## src/rtl/gf2m_lsb_serial_mult.sv

```systemverilog
// Bit-serial GF(2^M) multiplier, polynomial basis, multiplier consumed LSB-first.
// One partial-product step per cycle; the result is held until the downstream handshake.
//
//   state | meaning
//   IDLE  | waiting for operands, in_ready high
//   CALC  | M shift-and-reduce steps, busy high
//   DONE  | product on c, out_valid high until out_ready
module gf2m_lsb_serial_mult #(
    parameter int              M    = 16,
    parameter logic [M-1:0]    POLY = 16'h100B
) (
    input  logic         clk,
    input  logic         rst_n,
    input  logic         in_valid,
    output logic         in_ready,
    input  logic [M-1:0] a,
    input  logic [M-1:0] b,
    input  logic         flush,
    output logic         out_valid,
    input  logic         out_ready,
    output logic [M-1:0] c,
    output logic         busy
);

    localparam int              CW   = $clog2(M) + 1;
    localparam logic [CW-1:0]   LAST = CW'(M - 1);

    typedef enum logic [1:0] {
        IDLE = 2'd0,
        CALC = 2'd1,
        DONE = 2'd2
    } state_t;

    state_t         state, state_nxt;
    logic [M-1:0]   a_reg, b_reg, c_acc, acc_nxt, a_shift;
    logic [CW-1:0]  cnt;

    assign in_ready  = (state == IDLE);
    assign busy      = (state == CALC);
    assign out_valid = (state == DONE);

    // Multiply a_reg by x and reduce modulo g(x).
    assign a_shift = {a_reg[M-2:0], 1'b0} ^ (a_reg[M-1] ? POLY : '0);
    assign acc_nxt = b_reg[0] ? (c_acc ^ a_reg) : c_acc;

    always_comb begin
        state_nxt = state;
        case (state)
            IDLE:    if (in_valid) state_nxt = CALC;
            CALC:    if (cnt == LAST) state_nxt = DONE;
            DONE:    if (out_ready) state_nxt = IDLE;
            default: state_nxt = IDLE;
        endcase
        if (flush) state_nxt = IDLE;
    end

    always_ff @(posedge clk or negedge rst_n) begin
        if (!rst_n) state <= IDLE;
        else        state <= state_nxt;
    end

    always_ff @(posedge clk or negedge rst_n) begin
        if (!rst_n) begin
            a_reg <= '0;
            b_reg <= '0;
            c_acc <= '0;
            cnt   <= '0;
            c     <= '0;
        end else if (!flush) begin
            case (state)
                IDLE: begin
                    if (in_valid) begin
                        a_reg <= a;
                        b_reg <= b;
                        c_acc <= '0;
                        cnt   <= '0;
                    end
                end
                CALC: begin
                    c_acc <= acc_nxt;
                    a_reg <= a_shift;
                    b_reg <= b_reg >> 1;
                    cnt   <= cnt + 1'b1;
                    if (cnt == LAST) c <= acc_nxt;
                end
                default: ;
            endcase
        end
    end

endmodule

```

## config.mk

```make
export PLATFORM = sky130hd
export DESIGN_NAME = gf2m_lsb_serial_mult
export DESIGN_NICKNAME = d
export VERILOG_FILES = /design/src/rtl/gf2m_lsb_serial_mult.sv
export SDC_FILE = /design/constraint.sdc
export NUM_CORES = 1
export LEC_CHECK = 0
export ABC_AREA = 1
export ABC_CLOCK_PERIOD_IN_PS = 1700
export CAP_MARGIN = 20
export CORE_ASPECT_RATIO = 0.5
export CORE_UTILIZATION = 45
export CTS_CLUSTER_DIAMETER = 30
export CTS_CLUSTER_SIZE = 28
export DETAILED_ROUTE_END_ITERATION = 8
export PLACE_DENSITY = 0.79
export SYNTH_ARGS = -nofsm -noshare
export SYNTH_HDL_FRONTEND = slang
export SYNTH_SLANG_ARGS = --single-unit
```

## constraint.sdc

```tcl
create_clock -name clk -period 1.7 [get_ports clk]
set_input_delay 0.34 -clock clk [delete_from_list [all_inputs] [get_ports clk]]
set_output_delay 0.34 -clock clk [all_outputs]
set_load 0.05 [all_outputs]
```

* Word-level counts from Yosys, hierarchy flattened
Cells that the tools add are included.
Widths: inputs -> output; s select.
** Storage, ports and cells
- Word-level logic and storage cells :: 37
- Output and inout port bits :: 19
- Flip-flop bits (word level) :: 71
- Input port bits :: 37
** Operators by class
- Bitwise operators :: 3
- Muxes and demuxes :: 15
- Equal/unequal tests :: 7
- $add $sub $neg :: 1
- Reductions and logical operators :: 5
** Operators by type and width (number)
- $pmux 16 s2 :: 3
- $mux 16 :: 4
- $xor 16x13->16 :: 1
- $xor 16x16->16 :: 1
- $mux 13 :: 1
- $pmux 5 s2 :: 1
- $ne 3x2->1 const B :: 3
- $reduce_and 3->1 :: 3
- $mux 2 :: 4
- $pmux 2 s3 :: 1
- $add 5x1->5 const B :: 1
- $eq 5x4->1 const B :: 1
- $mux 5 :: 1
- $eq 2x1->1 const B :: 1
- $eq 2x2->1 const B :: 1
- $logic_not 2->1 :: 1
- $ne 2x2->1 const B :: 1
- $reduce_bool 2->1 :: 1
- $not 1->1 :: 1

* Depth between registers and ports, before layout
- Depth after elaboration :: 4
- Depth in mapped cells :: 8
- Depth with buffers taken out :: 7

* Least setup slack after synthesis
Ideal clock, no wire load.
- Path kind :: flip-flop to flip-flop
- Start :: register state[0]
- End :: register b_reg[11]
- Path slack :: 0.088 ns
- Arrival :: 1.496 ns
- Period minus slack after synthesis :: 1.612 ns
- Path buffers :: 2
- Cell stages (with the launch flop) :: 7
- Data required time :: 1.584 ns
- Library setup time :: 0.116 ns
- Cells stage by stage :: dfrtp_1 > nor2_2 > a21oi_4 > buf_6 > buf_6 > nand2_1 > nand2_1
** On the way
- Longest elaborated chain between the ends :: 3
- Elaborated cells between the ends (all ways) :: 6
- Classes of those cells :: eq/ne (2); mux (1); reduce/logical (3)
** Ends and longest elaborated chain
- from (decl) :: line 34 : state_t state, state_nxt;
- from (signal assigned) :: line 59 : else state <= state_nxt;
- $logic_not 2->1 *
- named net in_ready :: line 15 : output logic in_ready,
- $ne 2x2->1 (no line) or $reduce_bool 2->1 (tied branches)
- $reduce_and 3->1 (no line)
- to (signal assigned) :: line 82 : b_reg <= b_reg >> 1;
- to (decl) :: line 35 : logic [M-1:0] a_reg, b_reg, c_acc, acc_nxt, a_shift;
The timed path passes the listed nets; every way through them passes the cells marked *.
A chain may end at the register's enable or synchronous reset.

* Final worst setup path
- Start :: register state[0]
- End :: output port in_ready
** On the way
- Longest elaborated chain between the ends :: 1
** Ends and longest elaborated chain
- $logic_not 2->1 :: line 38 : assign in_ready = (state == IDLE);
- to (decl) :: line 15
No other way between the ends.

==> results.txt <==
status -> finished clean
largest net degree at the start of global routing -> 49
CORE AREA -> 7460 sq um
post-synth cell types -> 24
most frequent cells in the layout -> 236 x nand2_1, 71 x dfrtp_1, 38 x nand3_1
hold_ws -> 0.470 ns
kind of end point of the critical path -> output port
grt total ovfl -> 0
Post-CTS Resized -> 0
Worst-Margin Slew -> 0.395 ns
most common cell after layout, fill and taps aside -> nand2_1
period utilisation layout -> 0.942
die area -> 8230 sq um
DRT Wirelength -> 7560 microns
GP Congestion -> 0.808
Iter 0 DRT Violations -> 163
GR Util All Layers -> 0.210
Nets -> 570
Starting Density -> 0.473
CTS tree -> built
Yosys warnings -> 0
clock skew -> 0.00464 ns
Final TNS setup -> 0 ns
# IOs -> 56
synthesis-stage register bit count -> 71
Post-Syn Area -> 3530 sq um
Final Hold Viols -> 0
H-Tree Level Count -> 3
Die X -> 127 microns
worst vdd ir -> 0.559 mV
largest stage delay on the critical path -> 0.46 ns
kind of critical path -> reg -> out
first-pass GRT wire length -> 13300 microns
Max Cap Viol -> 0
antenna cells -> 0
vias in the first global route -> 2988
most area-consuming cells after synthesis -> dfrtp_1 50%, nand2_1 25%, nand3_1 5.4%
ANT nets after route -> 0
IO buf count -> 55
sequential element share of the synthesized area -> 0.503
root buffer cell -> clkbuf_16
synthesis-to-layout area growth -> 29.1%
Largest delay share family, worst path -> flip-flops
WP buf/inv -> 1
DR vias -> 3052
Clock transition at path regs -> 0.05 ns
Post-CTS Setup Bufs -> 0
Setup-failing EPs final -> 0
largest fanout on the critical path -> 5
Vias per Instance -> 4.75
syn_area_per_cell -> 7.53 sq um
antenna violations before repair -> 0
num rows -> 22
Power Density -> 1100 nW/um^2
Worst setup SP type -> flip-flop
post-route minimum period -> 1.60 ns
Clock Sinks -> 71
type of the worst min-delay path -> in -> async
layout cells sized above 1 -> 0.116
worst-skew pair later-pin latency -> 0.33 ns
TritonCTS Buffers -> 9
cell count after synthesis -> 469
Die H -> 64.6 microns
fillers -> 659
Crit path required time -> 1.36 ns
Routed wire per std cell -> 11.8 microns
Post-Syn Nets -> 508
leak pwr -> 0.00232 uW
hpwl dp -> 5190 microns
critical-path cell list -> nor2_2 -> buf_12
buffer depth of the longest clock path -> 2
RSZ-0062 raised after global routing -> false
drt pass-1 iters -> 4
Yosys top cell area share -> 0.503
crit path max-delay cell type -> dfrtp_1
Max Clk Rate -> 624 MHz
drc violations -> 0
fin. max-slew vios -> 0
Worst EP arrival -> 1.26 ns
area leader, netlist -> dfrtp_1
Max-slew headroom -> 0.736
==> power by group <==
part | internal [uW] | total [uW] | switching (uW) | leakage [uW]
Clock | 1270 | 1970 | 698 | 0.000151
Sequential | 1920 | 2100 | 181 | 0.000934
Combinational | 374 | 940 | 565 | 0.00124
Total | 3570 | 5010 | 1440 | 0.00232
==> area by class of cell <==
cell class                 count  area, sq um  area share
timing repair buffer          73          723       0.159
clock buffer                   9          225      0.0494
inverter                      33          124      0.0272
tap                          108          135      0.0296
clock inverter                 6         86.3      0.0189
multi-input combinational    343         1490       0.326
sequential                    71         1780       0.390
==> path summary, 6_finish.rpt <==
| kind | from | cells past startpoint | slack (ns) | to |
|---|---|---|---|---|
| worst max-delay path | state[0]$_DFFE_PN0P_ | 2 | 0.1 | in_ready |
| worst min-delay path | rst_n | 2 | 0.47 | b_reg[12]$_DFFE_PN0P_ |
| worst max register to register | cnt[0]$_DFFE_PN0P_ | 7 | 0.16 | state[1]$_DFFE_PN0P_ |
| worst min register to register | b_reg[7]$_DFFE_PN0P_ | 2 | 0.47 | b_reg[7]$_DFFE_PN0P_ |
| max in group asynchronous | rst_n | 3 | 0.66 | c[11]$_DFFE_PN0P_ |
| min in group clk | b_reg[7]$_DFFE_PN0P_ | 2 | 0.47 | b_reg[7]$_DFFE_PN0P_ |
==> per-stage QoR <==
step	utilization	setup slack (ns)	power [uW]	instances	instance area [sq um]
global route	0.611	0.0287	5330	643	4560
finish	0.611	0.0983	5010	643	4560
detailed placement	0.568	0.104	3060	627	4240
floorplan	-	0.0879	2720	469	3530
global placement	0.568	0.0905	3030	627	4240
CTS	0.611	0.0860	5060	643	4560
==> Yosys cell counts <==
cell type and n:
nand2_1 236, dfrtp_1 71, nand3_1 38, o21ai_0 31, inv_1 30, o21ai_1 21, buf_2 11, buf_4 4
buf_6 4, nor2_1 4, inv_2 3, clkbuf_1 2, ha_1 2, or2_0 2, a21oi_4 1, clkbuf_2 1
nand2_2 1, nand2_4 1, nand4_1 1, nor2_2 1, nor2_4 1, nor2_8 1, o211ai_2 1, xor2_1 1
==> kinds of logic (layout without fill, tap and decap cells) <==
group / count (synthesis) / in the layout / synth area share
and+or+nand+nor: 286 / 286 / 0.330
DFF: 71 / 71 / 0.503
buffers and inverters: 55 / 121 / 0.0755
AOI/OAI and AO/OA: 54 / 54 / 0.0819
adders and majority gates: 2 / 2 / 0.00709
xor gates and xnor gates: 1 / 1 / 0.00248
==> repair_timing <==
action	in CTS	in global routing
hold endpoints to repair	14	0
endpoints found under the setup margin	0	0
hold buffers	1	0
==> worst register-to-register path, cell delays in order (launching register included) <==
cell,delay [ns]
dfrtp_1,0.40
ha_1,0.24
nand2_1,0.07
nor2_1,0.04
ha_1,0.22
nand2_2,0.12
buf_12,0.16
o21ai_0,0.14
==> layer usage <==
metal | up-vias | global-route usage | part of all wire
met3 | 8 | 0.0619 | 0.047
met4 | 0 | 0.0625 | 0.0082
li1 | 1595 | - | -
met1 | 1386 | 0.265 | 0.48
met2 | 63 | 0.352 | 0.46
met5 | - | 0 | 0
No activity file was read; power rests on OpenSTA's default activity.
